--- src/rtl/mem_arbiter_pkg.sv ---
// Shared definitions for the cache-to-memory arbiter and the cache controllers.
package mem_arbiter_pkg;

    localparam int unsigned DEF_ADDR_W = 28;
    localparam int unsigned DEF_DATA_W = 128;
    localparam int unsigned DEF_CNT_W  = 16;

    typedef enum logic [1:0] {
        ST_IDLE    = 2'd0,
        ST_GRANT_I = 2'd1,
        ST_GRANT_D = 2'd2
    } arb_state_e;

    typedef enum logic {
        REQ_I = 1'b0,
        REQ_D = 1'b1
    } req_id_e;

endpackage : mem_arbiter_pkg

--- src/rtl/sat_counter.sv ---
// Saturating up-counter with synchronous active-low clear.
module sat_counter #(
    parameter int unsigned CNT_W = 16
) (
    input  logic             clk,
    input  logic             clr_n_i,
    input  logic             inc_i,
    output logic [CNT_W-1:0] cnt_o
);

    logic [CNT_W-1:0] cnt_q;
    logic [CNT_W-1:0] cnt_d;

    // Increment unless already at all-ones.
    always_comb begin
        cnt_d = cnt_q;
        if (inc_i && (cnt_q != '1)) begin
            cnt_d = cnt_q + CNT_W'(1);
        end
    end

    // Counter register; clear wins over increment.
    always_ff @(posedge clk) begin
        if (!clr_n_i) begin
            cnt_q <= '0;
        end else begin
            cnt_q <= cnt_d;
        end
    end

    assign cnt_o = cnt_q;

endmodule : sat_counter

--- src/rtl/mem_arbiter.sv ---
// Round-robin arbiter sharing one block-memory port between the I-cache and D-cache.
module mem_arbiter
    import mem_arbiter_pkg::*;
#(
    parameter int unsigned ADDR_W = DEF_ADDR_W,
    parameter int unsigned DATA_W = DEF_DATA_W,
    parameter int unsigned CNT_W  = DEF_CNT_W
) (
    input  logic              clk,
    input  logic              proc_reset_n,
    // I-cache side
    input  logic              i_mem_read,
    input  logic [ADDR_W-1:0] i_mem_addr,
    output logic [DATA_W-1:0] i_mem_rdata,
    output logic              i_mem_ready,
    // D-cache side
    input  logic              d_mem_read,
    input  logic              d_mem_write,
    input  logic [ADDR_W-1:0] d_mem_addr,
    input  logic [DATA_W-1:0] d_mem_wdata,
    output logic [DATA_W-1:0] d_mem_rdata,
    output logic              d_mem_ready,
    // Memory side
    output logic              mem_read,
    output logic              mem_write,
    output logic [ADDR_W-1:0] mem_addr,
    output logic [DATA_W-1:0] mem_wdata,
    input  logic [DATA_W-1:0] mem_rdata,
    input  logic              mem_ready,
    // Performance counters
    output logic [CNT_W-1:0]  i_grant_cnt,
    output logic [CNT_W-1:0]  d_grant_cnt
);

    arb_state_e state_q;
    arb_state_e state_d;
    req_id_e    last_q;
    req_id_e    last_d;

    logic i_req_c;
    logic d_req_c;
    logic i_done_c;
    logic d_done_c;

    assign i_req_c = i_mem_read;
    assign d_req_c = d_mem_read | d_mem_write;

    // Grant state and last-served requester; last starts at D so I wins the first tie.
    always_ff @(posedge clk) begin
        if (!proc_reset_n) begin
            state_q <= ST_IDLE;
            last_q  <= REQ_D;
        end else begin
            state_q <= state_d;
            last_q  <= last_d;
        end
    end

    // Arbitration and completion; a dropped request aborts without touching last or counters.
    always_comb begin
        state_d  = state_q;
        last_d   = last_q;
        i_done_c = 1'b0;
        d_done_c = 1'b0;
        unique case (state_q)
            ST_IDLE: begin
                if (i_req_c && d_req_c) begin
                    state_d = (last_q == REQ_D) ? ST_GRANT_I : ST_GRANT_D;
                end else if (i_req_c) begin
                    state_d = ST_GRANT_I;
                end else if (d_req_c) begin
                    state_d = ST_GRANT_D;
                end
            end
            ST_GRANT_I: begin
                if (!i_req_c) begin
                    state_d = ST_IDLE;
                end else if (mem_ready) begin
                    state_d  = ST_IDLE;
                    last_d   = REQ_I;
                    i_done_c = 1'b1;
                end
            end
            ST_GRANT_D: begin
                if (!d_req_c) begin
                    state_d = ST_IDLE;
                end else if (mem_ready) begin
                    state_d  = ST_IDLE;
                    last_d   = REQ_D;
                    d_done_c = 1'b1;
                end
            end
            default: begin
                state_d = ST_IDLE;
            end
        endcase
    end

    // Pass the granted cache straight through to memory; a D read+write goes out as a write.
    always_comb begin
        mem_read  = 1'b0;
        mem_write = 1'b0;
        mem_addr  = '0;
        mem_wdata = '0;
        unique case (state_q)
            ST_GRANT_I: begin
                mem_read = i_mem_read;
                mem_addr = i_mem_addr;
            end
            ST_GRANT_D: begin
                mem_read  = d_mem_read & ~d_mem_write;
                mem_write = d_mem_write;
                mem_addr  = d_mem_addr;
                mem_wdata = d_mem_wdata;
            end
            default: begin
                mem_read = 1'b0;
            end
        endcase
    end

    assign i_mem_ready = i_done_c;
    assign d_mem_ready = d_done_c;
    assign i_mem_rdata = mem_rdata;
    assign d_mem_rdata = mem_rdata;

    sat_counter #(
        .CNT_W (CNT_W)
    ) u_i_cnt (
        .clk     (clk),
        .clr_n_i (proc_reset_n),
        .inc_i   (i_done_c),
        .cnt_o   (i_grant_cnt)
    );

    sat_counter #(
        .CNT_W (CNT_W)
    ) u_d_cnt (
        .clk     (clk),
        .clr_n_i (proc_reset_n),
        .inc_i   (d_done_c),
        .cnt_o   (d_grant_cnt)
    );

endmodule : mem_arbiter
--- config.mk ---
export PLATFORM = sky130hd
export DESIGN_NAME = mem_arbiter
export DESIGN_NICKNAME = d
export VERILOG_FILES = /design/src/rtl/mem_arbiter_pkg.sv /design/src/rtl/sat_counter.sv /design/src/rtl/mem_arbiter.sv
export SDC_FILE = /design/constraint.sdc
export NUM_CORES = 1
export LEC_CHECK = 0
export ABC_AREA = 1
export CAP_MARGIN = 20
export CORE_AREA = 3 3 299 301
export CTS_BUF_LIST = sky130_fd_sc_hd__clkbuf_8
export DETAILED_ROUTE_END_ITERATION = 10
export DIE_AREA = 0 0 302 304
export GPL_TIMING_DRIVEN = 0
export HOLD_SLACK_MARGIN = 0.1
export SYNTH_ARGS = -nofsm -noshare
export SYNTH_HDL_FRONTEND = slang
export SYNTH_SLANG_ARGS = --single-unit
--- constraint.sdc ---
create_clock -name clk -period 1.6 [get_ports clk]
set_input_delay 0.32 -clock clk [delete_from_list [all_inputs] [get_ports clk]]
set_output_delay 0.32 -clock clk [all_outputs]
set_load 0.005 [all_outputs]
==> results of run 1 <==
-- per-layer routing --
layer	global-route usage (%)	part of all wire, %	routed length (um)
met2	18.6	44	26100
met5	0	0.20	119
met1	13.8	37	22200
met3	6.88	15	8850
met4	4.86	4.5	2670
-- logic make-up after synthesis --
group,after synthesis,share of synthesized area (%)
adder cells (fa/ha/maj),8,1.84
XOR/XNOR,12,1.93
buffers and inverters,446,48.7
AND/OR/NAND/NOR,391,28.6
flip-flops,35,12.9
AO/OA/AOI/OAI,67,6.15
-- sequential cells by signal, summed over array words and instances, names as in the netlist --
signal         cells
u_i_cnt.cnt_o     16
state_q            2
u_d_cnt.cnt_o     16
last_q             1
-- worst max-delay path: cells and delay by family (launching register included) --
family / cells / cell delay, ns
adder cells (fa/ha/maj): 1 / 0.14
AO/OA/AOI/OAI: 1 / 0.16
flip-flops: 1 / 0.37
AND/OR/NAND/NOR: 1 / 0.05
buffers and inverters: 5 / 0.72
-- what timing repair did --
item / CTS / global route
resized for setup: 1180 / 329
setup buffers: 66 / 12
pin swaps: 24 / 21
endpoints found under the setup margin: 215 / 207
cloned: 16 / 2
hold endpoints to repair: 0 / 0
-- synth_stat cells, drive strengths merged --
master    n  area (um^2)
nand2   297         1110
nand4    12         75.1
clkbuf   25         93.8
buf     262         1960
xor2      6         52.6
nor3      1         16.3
nor2     58          235
dfxtp    35          701
xnor2     6         52.6
o21ai    11         55.1
nand3    23          115
inv     159          597
a21oi    56          280
ha        8          100
-- power by group through the flow --
stage / registers [W] / clock network, W / logic (W)
2_1_floorplan: 0.000915 / 0 / 0.00104
3_3_place_gp: 0.000917 / 0 / 0.00334
3_5_place_dp: 0.000918 / 0 / 0.00334
4_1_cts: 0.000900 / 0.000890 / 0.00436
5_1_grt: 0.000894 / 0.000920 / 0.00511
6_report: 0.000892 / 0.000868 / 0.00481
-- through the flow --
| stage | util (%) | total power, W | setup TNS [ns] | cells | hold slack (ns) |
|---|---|---|---|---|---|
| floorplan | - | 0.00195 | 0 | 959 | 0.437 |
| global placement | 15.3 | 0.00426 | -225.57 | 2751 | 0.449 |
| detailed placement | 15.3 | 0.00426 | -226.63 | 2751 | 0.467 |
| CTS | 17.4 | 0.00615 | -76.84 | 2840 | 0.484 |
| global route | 18.8 | 0.00692 | -87.31 | 2855 | 0.530 |
| finish | 18.8 | 0.00657 | -70.62 | 2858 | 0.480 |
-- layout make-up --
| class | count | area, um^2 |
|---|---|---|
| multi-input cells | 478 | 3370 |
| clock inverters | 2 | 35.0 |
| well taps | 1155 | 1450 |
| clock buffers | 6 | 82.6 |
| inverters | 159 | 632 |
| repair buffers | 728 | 7550 |
| flip-flops and latches | 35 | 751 |
| fillers | 9664 | 70500 |
| plain buffers | 286 | 2480 |
| diodes | 9 | 22.5 |
-- path summary, 6_finish.rpt --
path                            depth (start not counted)  slack (ns)       start                end
worst max-delay path                                    8       -0.51  state_q[0]       mem_addr[21]
worst min-delay path                                    2        0.48      last_q             last_q
worst max register to register                         13       -0.33  state_q[0]  u_d_cnt.cnt_o[13]
worst min register to register                          2        0.48      last_q             last_q
==> results.txt, run 1 <==
Synthesized net count: 1285. The fraction of final layout cells sized beyond drive strength 1 came out at 51.7%. After routing the design area is 16400 um^2. The clock-pin transition on the worst setup and hold timing paths is 0.07 ns.

The min-delay analysis places its worst path in the category flip-flop to flip-flop. In this run, synthesis produced a sequential element count of 35. Summed over all cells, the static leakage comes to 7.74 nW. For the clock group share of total power, the log shows 13.2%. The top cell types in the final layout, fill and taps aside, are 469 x sky130_fd_sc_hd__clkdlybuf4s50_1, 282 x sky130_fd_sc_hd__buf_4, 174 x sky130_fd_sc_hd__buf_6. The via count of the first global-routing pass came out at 8642.

The worst setup path is captured at an output pin. Of all nets on the critical path, the largest fanout is 7. In this run, CTS created clock tree buffers numbering 5.

The share of total power dissipated in combinational logic is 73.2%. The DRC violation count after routing came out at 0. During I/O placement, the number of pins put on the boundary was 766.

The logs give 12.9% for the proportion of synthesized chip area in sequential cells and 474 MHz for the highest clock rate. The number of violations of the max-capacitance limit is 0, and the final number of hold-violating endpoints is 0. The run finished, with violations left. Type of the setup path with the least slack: flip-flop to output pin. After global routing the overflow that remains totals 0. The count of hold buffers inserted by post-cts repair is 0, and the fraction of power spent switching nets is 36.4%. The logs give 13300 um^2 for the placed standard-cell area and 12.1% for the combined global-route utilization of all metal layers. For the largest net degree at the start of global routing, the log shows 12. The largest individual stage delay along the critical path comes from the cell sky130_fd_sc_hd__dfxtp_4. For this run, the number of Yosys warnings is 0. The final reports fail on setup timing. TritonCTS built the clock tree. The die is 302 um wide. The required time of the critical path came out at 1.28 ns. The first global-routing pass estimated 75.9 mm of wire. IR analysis of the VDD net gives a maximum drop of 0.529 mV. In this design, the stage delay of the slowest critical-path cell is 0.37 ns.

For the number of routed nets with antenna violations, the log shows 0. After detailed routing, the average wire length per cell comes to 21.0 um. The post-route clock period utilization came out at 132%. The tools report the routability congestion estimate from global placement as 0.946.

The relative area change from synthesis to final layout is 200%, and the internal power consumption is 0.00418 W. The netlist area before placement is 5450 um^2, and the clock insertion delay at the later pin of the skew report is 0.31 ns. At the pin with the least slew margin, the transition time is 0.562 ns. In this run the deepest clock path goes through 2 buffers. The HPWL after detailed placement came out at 51.3 mm.

The final layout contains 2019 nets. The area enclosed by the die boundary is 91800 um^2, and the mean instance size in the synthesized netlist is 5.68 um^2. Registers are responsible for 13.6% of the overall power. Setup violations remaining at the end of the flow were counted as 190. Clock skew on the completed layout was measured at 0.0109 ns. The tree is rooted in a sky130_fd_sc_hd__clkbuf_8. For this configuration, the core starts out at a cell density of 6.27%.

The worst setup slack after layout came out at -0.510 ns. The final wirelength is 59.9 mm, and the post-route minimum period is 2.11 ns. The logs give 299 for the count of routing violations after the opening detailed-route iteration and 62.5% for the relative max-transition margin. The cell count after synthesis came out at 959. The signal on the critical path passes through buf_6 > ha_4 > clkbuf_16 > buf_12 > buf_12 > nand2_4 > a21oi_2 > buf_6. Number of antenna violations at the first check in global routing: 28.

For the final count of pins violating max slew, the log shows 0. Total number of clock tree sinks: 35. Setup repair after global routing could not meet its margin everywhere. After detailed routing, the number of vias per cell comes to 3.01. The region available for standard cell placement spans 86900 um^2. Timing analysis after detailed placement gives a worst setup slack of -1.71 ns. The first TritonRoute pass finished after 5 iterations. The power per cell area is 401 nW/um^2. The critical path launch point type was a flip-flop. The die boundary height was 304 um; the net switching power was 0.00239 W. The library cell used most frequently in the layout, excluding fill and tap cells, is sky130_fd_sc_hd__clkdlybuf4s50_1.

The count of cell types in the netlist is 20. Data on the critical path arrives at its endpoint at 1.79 ns. After floorplanning, the core was divided into 108 placement rows. The count of H-tree levels built during CTS is 2. Buffers placed on the I/O ports in this run total 637. Summing over every cut layer, the via total after detailed routing is 8597.
Power figures use the tool's default switching activity.
==> run 2, diff against run 1 <==
Settings changed: CORE_AREA 3 3 299 301 to 3 3 293 295, DIE_AREA 0 0 302 304 to 0 0 296 298, MAX_ROUTING_LAYER from default to met4.
Clock period 1.6 ns to 2.6 ns, I/O delays scaled along.
==> run 2 against run 1 <==
The run now ends clean. Hold slack worse by 0.0065 ns. Worst setup slack improved by 0.60 ns. Cell count down 5.4%. Sequential power shrank 38%. Clock skew fell by 0.0088 ns. First-iteration DRC count fell by 11%. Die area is 3.9% lower. Routed wire length decreased by 5.5%. Flip-flop and latch count did not move. Utilization shrank 2.6 points. Global-route usage increased by 0.21 points. Power fell by 54%.
==> results.txt, run 2 (synthesis results as in run 1) <==
From synthesis to final layout, the design area changed by 148%. The cell count of the worst hold path was 2 (unchanged). The clock-pin transition on the worst setup and hold timing paths was 0.07 ns (about the same); the post-route minimum period was 2.51 ns. The run gives 88200 um^2 (-3.9%) as the area enclosed by the die boundary. The post-route clock period utilization works out to 96.7%. The tools report the number of CTS-inserted buffers as 5 (unchanged). The tools report the standard-cell row count as 106 (-1.9%). Walking the worst path, the cells encountered are inv_2 > ha_1 > inv_2 > clkbuf_4 > a21oi_1 > dlygate4sd2_1. The first-pass iteration count of the detailed router was 5 (unchanged). For the final clock skew, the log shows 0.00212 ns (-0.00880 ns). The DRC violation count after routing is 0 (unchanged). The post-route total power came out at 0.00303 W (-54%).

The deepest clock path buffer count was 2 (unchanged); the wire length of the first global-routing pass was 70.1 mm (-7.7%). The number of antenna violations at the first check in global routing is 11 (-61%), and the core area is 83400 um^2 (-4.0%). The path with the worst hold slack has its endpoint at last_q. The run gives 766 (unchanged) as the count of pins on the block boundary. The buffer type at the clock tree root is sky130_fd_sc_hd__clkbuf_8. Quantity of I/O buffers inserted on ports: 637 (unchanged). The run finished with clean final reports. The setup-violating endpoint count in the final report is 0 (-100%), and the die boundary height is 298 um (-2.0%). The most critical setup path has its startpoint at state_q[1]. The number of buffers and inverters on the critical path works out to 4 (-1). The length in cells of the worst reg-to-reg path was 11 (-2). Routability congestion estimate from global placement: 0.933 (-1.4%). For the register-to-register setup slack, the log shows 0.62 ns (+0.95 ns). The tools report the start point of the worst hold path as last_q. The tools report the number of routed nets with antenna violations as 0 (unchanged).

The run gives 265 (-11%) as the count of routing violations after the opening detailed-route iteration. TritonCTS built the clock tree. The worst register-to-register path begins at state_q[0]. The post-route worst hold slack came out at 0.474 ns (-0.00653 ns). Die width: 296 um (-2.0%). The via count of the first global-routing pass is 7568 (-12%). The logs give 11 (-1) for the largest net degree at the start of global routing and 12.3% (+0.21 points) for the combined global-route utilization of all metal layers.

The total number of nets in the final design is 1940 (-3.9%). The library cells used most frequently in the layout, excluding fill and tap cells, are 496 x sky130_fd_sc_hd__clkdlybuf4s50_1, 295 x sky130_fd_sc_hd__nand2_1, 274 x sky130_fd_sc_hd__buf_4. The tools report the highest clock rate as 398 MHz. The cell with the largest stage delay on the worst path is sky130_fd_sc_hd__dlygate4sd2_1. The run gives 0 (unchanged) as the final number of hold-violating endpoints.

Critical path launch point type: a flip-flop. The number of violations of the max-capacitance limit is 0 (unchanged), and the routed length per placed instance is 20.9 um (-0.12%). The HPWL after detailed placement was 53.2 mm (+3.6%); the fraction of final layout cells sized beyond drive strength 1 was 24.1% (-28 points). The final wirelength came out at 56.6 mm (-5.5%). The logs give 1.99 ns (+0.20 ns) for the arrival time reported for the critical path endpoint and 6.55 nW (-15%) for the static leakage. The sum of overflow across all layers after global routing was 0 (unchanged). The destination of the worst register-to-register timing path is u_d_cnt.cnt_o[6]. The maximum vdd ir drop was 0.149 mV (-72%). Critical path's top delay family: buffers and inverters. Final count of pins violating max slew: 0 (unchanged).

The worst setup path is captured at an output pin. The maximum cell stage delay along the critical path was 0.41 ns (+0.04 ns); the initial cell density of the core was 6.53% (+0.26 points). Commonest non-fill, non-tap cell in the layout: sky130_fd_sc_hd__clkdlybuf4s50_1. Filler cell count: 9576 (-0.91%).

Cell with the most instances on the worst path: sky130_fd_sc_hd__inv_2. The class of the tightest hold or removal check is flip-flop to flip-flop. The detail-routed via count per cell was 2.93 (-2.6%); the via count was 7923 (-7.8%).

Count of H-tree levels built during CTS: 2 (unchanged). The tools report the clock insertion delay at the later pin of the skew report as 0.30 ns (about the same). The transition at the pin with the smallest max-transition slack was 0.562 ns (-0.000284 ns). The power per cell area was 224 nW/um^2 (-44%). The number of standard cells in the final layout excluding fillers was 2703 (-5.4%); the relative max-transition margin was 62.5% (about the same). For the total number of clock tree sinks, the log shows 35 (unchanged). The type of the setup path with the least slack was flip-flop to output pin. The maximum fanout count along the critical path was 10 (+3); the placed cell count was 2676 (-2.7%). The run gives 16.2% (-2.6 points) as the core utilization of the finished layout. The tools report the required time of the critical path as 2.08 ns (+0.80 ns).
## run 2: changes by cell type in the layout (fill, tap and decap cells not counted), moves of 30 or more
cell / before / now
sky130_fd_sc_hd__inv_2: 111 / 4
sky130_fd_sc_hd__nand2_1: 154 / 295
sky130_fd_sc_hd__nand2_4: 93 / 0
sky130_fd_sc_hd__clkdlybuf4s15_2: 0 / 30
sky130_fd_sc_hd__nand2_2: 41 / 2
sky130_fd_sc_hd__inv_1: 37 / 156
sky130_fd_sc_hd__dlygate4sd2_1: 6 / 52
sky130_fd_sc_hd__buf_6: 174 / 3
## run 2: how the worst max path moves through the flow
stage	to	cells after the start	slack [ns]
final	mem_addr[6]	6	0.09
after detailed placement	mem_wdata[97]	8	-1.45
after global placement	mem_wdata[97]	8	-1.44
after global routing	mem_wdata[97]	8	-0.001
after CTS	mem_wdata[5]	7	-0.02
after floorplan	mem_wdata[100]	7	0.62
## run 2: repair_timing
| item | CTS | global route |
|---|---|---|
| pin swaps | 3 | 1 |
| cloned | 1 | 0 |
| resized for setup | 366 | 60 |
| buffers inserted | 10 | 3 |
| setup endpoints to repair | 159 | 103 |
| hold buffers | 0 | 0 |
## run 2: routing by layer
layer | share of wire (%) | track usage (%) | up-vias
met4 | 3.3 | 3.49 | 0
met1 | 38 | 13.0 | 3580
met2 | 47 | 20.6 | 425
met3 | 12 | 5.61 | 32
met5 | 0 | - | -
li1 | - | - | 3886
## run 2: through the flow
step / setup TNS [ns] / cell area [um^2] / setup WS, ns
5_1_grt: -0.00199 / 13500 / -0.00119
3_3_place_gp: -146.78 / 13200 / -1.44
6_report: 0 / 13500 / 0.0854
3_5_place_dp: -148.66 / 13200 / -1.45
4_1_cts: -0.0228 / 13600 / -0.0192
2_1_floorplan: 0 / 5450 / 0.620
## run 2: report_power, final
part	leakage, nW	internal, W	total, W	switching [W]
Clock	0.0506	0.000180	0.000389	0.000209
Sequential	0.284	0.000544	0.000557	0.0000133
Combinational	6.22	0.00120	0.00209	0.000887
Total	6.55	0.00192	0.00303	0.00111
## run 2: layout make-up
class                           instances  area [um^2]  share of cell area (%)
Antenna cell                            8         20.0                   0.148
Timing Repair Buffer                  651         6350                    47.0
Tap cell                             1080         1350                    9.99
Inverter                              159          599                    4.43
Sequential cell                        35          708                    5.24
Multi-Input combinational cell        478         2200                    16.2
Buffer                                284         2210                    16.4
Clock buffer                            5         68.8                   0.509
Clock inverter                          3         12.5                  0.0925
## run 2: tightest hold or removal path: cells and delay by family (launching register included)
kind | cells | cell delay (ns)
compound gates | 2 | 0.12
flops | 1 | 0.33
